<file path="src/rtl/gray_defs.vh">
// Shared Gray-code definitions for counters and FIFO pointers.
// Include inside a module body that declares a WIDTH parameter.
`ifndef GRAY_DEFS_VH
`define GRAY_DEFS_VH
`define GRAY_DIR_UP 1'b1
`define GRAY_DIR_DN 1'b0
`endif

// Reflected Gray encoding of a WIDTH-bit binary value.
function automatic logic [WIDTH-1:0] b2g(input logic [WIDTH-1:0] b);
  return b ^ (b >> 1);
endfunction

</file>
<file path="src/rtl/gray_code_counter_pkg.sv">
// Shared types for the Gray-code counter family.
package gray_code_counter_pkg;

  // Source selected for the next binary count (reset is handled in the register).
  typedef enum logic [1:0] {
    SEL_HOLD  = 2'd0,
    SEL_COUNT = 2'd1,
    SEL_LOAD  = 2'd2
  } next_sel_e;

endpackage

</file>
<file path="src/rtl/gray_to_binary.sv">
// Combinational reflected-Gray to binary decoder, one XOR stage per bit.
module gray_to_binary
  import gray_code_counter_pkg::*;
#(
  parameter int WIDTH = 4
) (
  input  logic [WIDTH-1:0] gray,
  output logic [WIDTH-1:0] bin
);

  // Prefix XOR from the MSB down.
  always_comb begin : g2b_chain
    logic [WIDTH-1:0] b_v;
    b_v = '0;
    b_v[WIDTH-1] = gray[WIDTH-1];
    for (int i = WIDTH - 2; i >= 0; i--) begin
      b_v[i] = b_v[i+1] ^ gray[i];
    end
    bin = b_v;
  end

endmodule

</file>
<file path="src/rtl/gray_code_counter.sv">
// Registered up/down counter presenting binary and Gray views of the same count,
// with binary or Gray load and a one-cycle wrap pulse.
module gray_code_counter
  import gray_code_counter_pkg::*;
#(
  parameter int WIDTH     = 4,
  parameter int RESET_VAL = 0
) (
  input  logic             clk,
  input  logic             rst,
  input  logic             en,
  input  logic             up,
  input  logic             load,
  input  logic             load_is_gray,
  input  logic [WIDTH-1:0] load_val,
  output logic [WIDTH-1:0] bin,
  output logic [WIDTH-1:0] gray,
  output logic             wrap
);

  `include "gray_defs.vh"

  localparam logic [WIDTH-1:0] RESET_BIN  = WIDTH'(RESET_VAL);
  localparam logic [WIDTH-1:0] RESET_GRAY = b2g(RESET_BIN);
  localparam logic [WIDTH-1:0] ONE        = {{(WIDTH-1){1'b0}}, 1'b1};

  next_sel_e        sel_s;
  logic [WIDTH-1:0] load_bin_s;
  logic [WIDTH-1:0] next_bin_s;
  logic [WIDTH-1:0] next_gray_s;
  logic             wrap_next_s;
  logic [WIDTH-1:0] bin_r;
  logic [WIDTH-1:0] gray_r;
  logic             wrap_r;

  gray_to_binary #(.WIDTH(WIDTH)) u_load_g2b (
    .gray (load_val),
    .bin  (load_bin_s)
  );

  // Load outranks counting; reset is applied in the register block.
  always_comb begin
    sel_s = SEL_HOLD;
    if (load) begin
      sel_s = SEL_LOAD;
    end else if (en) begin
      sel_s = SEL_COUNT;
    end else begin
      sel_s = SEL_HOLD;
    end
  end

  // Next binary count and wrap detection from the current count.
  always_comb begin
    next_bin_s  = bin_r;
    wrap_next_s = 1'b0;
    case (sel_s)
      SEL_LOAD: begin
        next_bin_s = load_is_gray ? load_bin_s : load_val;
      end
      SEL_COUNT: begin
        if (up == `GRAY_DIR_UP) begin
          next_bin_s  = bin_r + ONE;
          wrap_next_s = (bin_r == {WIDTH{1'b1}});
        end else begin
          next_bin_s  = bin_r - ONE;
          wrap_next_s = (bin_r == {WIDTH{1'b0}});
        end
      end
      SEL_HOLD: begin
        next_bin_s = bin_r;
      end
      default: begin
        next_bin_s = bin_r;
      end
    endcase
  end

  // Gray is encoded from the next count so it never lags the binary register.
  always_comb begin
    next_gray_s = b2g(next_bin_s);
  end

  // State registers with synchronous reset.
  always_ff @(posedge clk) begin
    if (rst) begin
      bin_r  <= RESET_BIN;
      gray_r <= RESET_GRAY;
      wrap_r <= 1'b0;
    end else begin
      bin_r  <= next_bin_s;
      gray_r <= next_gray_s;
      wrap_r <= wrap_next_s;
    end
  end

  assign bin  = bin_r;
  assign gray = gray_r;
  assign wrap = wrap_r;

endmodule

</file>
<file path="config.mk">
export PLATFORM = sky130hd
export DESIGN_NAME = gray_code_counter
export DESIGN_NICKNAME = d
export VERILOG_FILES = /design/src/rtl/gray_code_counter_pkg.sv /design/src/rtl/gray_to_binary.sv /design/src/rtl/gray_code_counter.sv
export VERILOG_INCLUDE_DIRS = /design/src /design/src/rtl
export SDC_FILE = /design/constraint.sdc
export NUM_CORES = 1
export LEC_CHECK = 0
export CORE_UTILIZATION = 45
export DETAILED_ROUTE_END_ITERATION = 8
export GPL_ROUTABILITY_DRIVEN = 0
export HOLD_SLACK_MARGIN = 0.03
export PLACE_DENSITY = 0.86
export SLEW_MARGIN = 0
export SYNTH_ARGS = -nofsm -noshare
export SYNTH_HDL_FRONTEND = slang
export SYNTH_HIERARCHICAL = 1
export SYNTH_SLANG_ARGS = --single-unit
</file>
<file path="constraint.sdc">
create_clock -name clk -period 2.86 [get_ports clk]
set_input_delay 0.858 -clock clk [delete_from_list [all_inputs] [get_ports clk]]
set_output_delay 0.858 -clock clk [all_outputs]
set_load 0.02 [all_outputs]
</file>
# After elaboration in Yosys (flattened, before gate mapping)
# Cells that the tools add are included.
# Widths: inputs -> output; s select.
[word_totals]
register_bits = 9
input_bits = 10
out_inout_bits = 9
word_cells = 21
[classes]
add_sub_neg = 2
eq_ne = 3
muxes = 6
bitwise_logic = 5
reduce_logical = 2
[ops]
columns = ["cell", "count"]
rows = [
  ["$pmux 4 s2", 1],
  ["$add 4x1->4 const B", 1],
  ["$eq 4x4->1 const B", 1],
  ["$logic_not 4->1", 1],
  ["$mux 4", 1],
  ["$sub 4x1->4 const B", 1],
  ["$xor 4x3->4", 1],
  ["$mux 3", 1],
  ["$xor 1x1->1", 3],
  ["$eq 2x1->1 const B", 1],
  ["$eq 2x2->1 const B", 1],
  ["$mux 1", 2],
  ["$mux 2", 1],
  ["$reduce_or 2->1", 1],
  ["$not 1->1", 1],
]

# Logic depth before layout (Yosys ltp)
[depth]
depth_word = 6
depth_mapped = 6
depth_no_buf = 6

# By module
# Netlist, hierarchy kept.
[modules_own_cells]
columns = ["module", "n_inst", "cells_per_inst", "area_per_inst_um2", "seq_area_each_um2"]
rows = [
  ["gray_code_counter", 1, 64, 583.1, 160.2],
  ["gray_to_binary", 1, 5, 50.0, 0.0],
]

# Least setup slack after synthesis
# No wires, ideal clock.
[synth_timing]
kind = "input -> register"
start = "input up"
end = "register gray_r[1] (netlist: gray[1])"
setup_ns = 0.070
t_arrival_ns = 2.103
required_ns = 2.790
slack_ns = 0.687
path_stages = 5
n_path_buf = 0
cell_sequence = "fa_1 > xnor2_1 > a211o_2 > a211o_1 > a21oi_1"
[synth_via]
elab_chain_len = 3
[synth_rtl]
columns = ["element", "line", "source"]
rows = [
  ["start: declaration", "gray_code_counter.sv:12", "input logic up,"],
  ["$mux 4", "gray_code_counter.sv:62", "if (up == `GRAY_DIR_UP) begin"],
  ["$pmux 4 s2", "gray_code_counter.sv:57", "case (sel_s)"],
  ["$xor 4x3->4", "gray_defs.vh:11", "return b ^ (b >> 1);"],
  ["end signal: assignment", "gray_code_counter.sv:92", "gray_r <= next_gray_s;"],
  ["end: declaration", "gray_code_counter.sv:33", "logic [WIDTH-1:0] gray_r;"],
]
# No other way between the ends.
# A chain may end at the register's enable or synchronous reset.

# Final worst setup path
# Same ends and word-level chain as after synthesis.

==> impl_metrics.toml <==
[layout]
fin_cells = 103
n_fill_cell = 122
syn_to_final_growth_pct = 33.2
fin_nets = 103
antenna_cells = 0
fin_area_um2 = 843
drive_gt1_share_pct = 13.6

[logic_synthesis]
async_flop_share_pct = 0
synth_cells = 69
synth_warnings = 6
yosysSeqAreaShare_pct = 25.3
synth_area_leaders = "dfxtp_1 (25%), mux2i_1 (6.3%), xnor2_1 (4.2%)"
synth-edff-count = 0
ys_types = 36
avgSynthCellArea_um2 = 9.18
synth_seq_cells = 8
yosysTopAreaCell = "dfxtp_1"
yosys.area.top_type_share_pct = 25.3
synth_nets = 82
syn-cell-area_um2 = 633
ys_dominant_reg_cell = "dfxtp_1"

[routing]
drt_wl_total_um = 1330
avgViaCountPerCell = 5.42
remaining_drc_errors = 0
drt_first_pass_iters = 2
antenna_left = 0
drt_iter0_markers = 6
wl_per_cell_um = 12.9
vias = 558

[worst_setup_path]
critical_path_class = "in -> reg"
start_kind = "primary input"
worstReg2RegStart = "bin[0]"
ff2ff_setup_slack_ns = 0.94
crit_arrival_ns = 2.75
worst_ep_required_time_ns = 3.04
r2r_cells = 6
reg2reg_to = "gray[1]"
endpoint_kind = "register"
cp_max_fo = 4

[run_status]
status = "completed"

[power_and_ir_drop]
p_sw_share_pct = 32.6
seq_power_share_pct = 36.3
p_per_area_nw_per_um2 = 449
clockPowerShare_pct = 21.8
ir_drop_v = 0.000273
comb_power_share_pct = 41.9
power.internal_uw = 255
p_switching_uw = 123
p_leak_nw = 0.363

[placed_design]
numPortBuffers = 18
dpl_cell_area_um2 = 821
dpl.hpwl_um = 1070
placed_cells = 100

[timing]
final.min_clock_period_ns = 2.57
finalSetupViolations = 0
clock_skew_ns = 0.00149
rsz0062_at_grt = "no"
finalSetupTns_ns = 0
finalCritPeriodShare_pct = 89.8
slew_headroom_pct = 71.4
hold_viol = 0
worstMarginPinSlew_ns = 0.427
max_freq_ghz = 0.389
slew_violations = 0

[worst_hold_path]
hold_class = "reg -> reg"
holdPathEnd = "wrap"
whs_path_depth = 2
min_from = "bin[1]"

[clock_network]
cts_htree_levels = 1
cts-buffers-inserted = 3
postCtsSetupRepairBufs = 0
post_cts_hold_buffer_count = 0
cts_tree = "built"
clk_latency_ns = 0.25
clk_pin_slew_ns = 0.05
postCtsResizedCells = 0
clock_sinks = 8
clock_path_buffers = 2
cts_root_buf = "clkbuf_4"

[die]
io_pins = 19
coreArea_um2 = 1300
num_rows = 13
die_x_um = 39.5
start_util_pct = 48.7
dieArea_um2 = 1560
die_h_um = 39.5

[global_route]
grt_pass1_wl_um = 2230
first_global_vias = 528
grt_max_degree = 14
antenna_found_initial = 0
grt_usage_pct = 21.7
grt-ovfl-total = 0

[run]
cap_viol_max_count = 0
==> power groups by stage <==
stage               combinational (mW)  sequential [mW]  clock, mW
global route                     0.174            0.140     0.0895
floorplan                       0.0862            0.153          0
finish                           0.159            0.137     0.0823
detailed placement               0.159            0.140          0
CTS                              0.160            0.138     0.0869
global placement                 0.155            0.139          0
==> worst max-delay path, stage by stage <==
cell and delay (ns):
clkdlybuf4s50_1 0.55, inv_1 0.09, ha_1 0.36, xnor2_1 0.15
a211o_2 0.37, a211o_1 0.26, a21oi_1 0.11
==> placed cells by master, fill, tap and decap left out, types with 2 or more instances in the layout <==
master,n
mux2i_1,4
a21oi_1,3
xnor2_1,3
nand3_1,2
buf_4,3
a211o_1,2
ha_1,2
clkdlybuf4s50_1,18
and2b_1,2
nor2_1,4
nand3b_1,2
dfxtp_1,8
mux2_2,2
xor2_1,2
clkbuf_4,3
inv_1,5
nand2_1,2
a21o_1,3
==> sequential cells by signal (all words and copies together) (netlist names) <==
register,cells
gray,3
bin,4
wrap,1
==> cells by family after synthesis <==
kind of cell / count (synthesis) / share of synthesized area, %
multiplexers: 6 / 9.88
AND/OR/NAND/NOR: 21 / 21.1
adder cells (fa/ha/maj): 3 / 7.11
buffers and inverters: 10 / 8.30
XOR/XNOR: 6 / 9.49
flip-flops: 8 / 25.3
AO/OA/AOI/OAI: 15 / 18.8
==> worst max-delay path by stage <==
stage | slack, ns | from | cells after the start | to
6_report | 0.29 | up | 7 | gray[1]
5_1_grt | 0.16 | up | 7 | gray[1]
4_1_cts | 0.30 | up | 7 | gray[1]
3_5_place_dp | 0.02 | up | 7 | gray[1]
3_3_place_gp | 0.1 | up | 7 | gray[1]
2_1_floorplan | 0.69 | up | 5 | gray[1]
==> per-layer routing <==
layer | track usage [%] | vias up | routed length, µm
met2 | 35.7 | 11 | 602
met3 | 3.41 | 2 | 63
met5 | 0 | - | 0
met4 | 10.3 | 0 | 17
li1 | - | 288 | -
met1 | 27.2 | 257 | 642
==> through the flow <==
stage | hold slack [ns] | power (mW) | worst slack [ns] | utilization, %
after floorplan | 0.642 | 0.239 | 0.687 | -
after global placement | 0.608 | 0.295 | 0.0974 | 63.1
after detailed placement | 0.614 | 0.299 | 0.0235 | 63.1
after CTS | 0.624 | 0.385 | 0.297 | 64.8
after global routing | 0.711 | 0.403 | 0.164 | 64.8
final | 0.619 | 0.378 | 0.292 | 64.8
==> Yosys cell counts (all sizes together), types with 2 or more instances <==
cell	instances
nand3	2
nand3b	2
a21oi	3
ha	2
a21o	3
and2b	2
xnor2	3
mux2i	4
nand2	2
nor2	4
inv	5
mux2	2
nor3	2
a211o	3
buf	5
dfxtp	8
xor2	3
==> layout make-up <==
type	count	area, µm²	area share, %
repair buffers	21	203	24.0
inverters	5	18.8	2.23
multi-input cells	51	420	49.9
flip-flops and latches	8	160	19.0
well taps	15	18.8	2.23
clock buffers	3	22.5	2.67
Note: power is estimated with default switching activity, not from simulation.
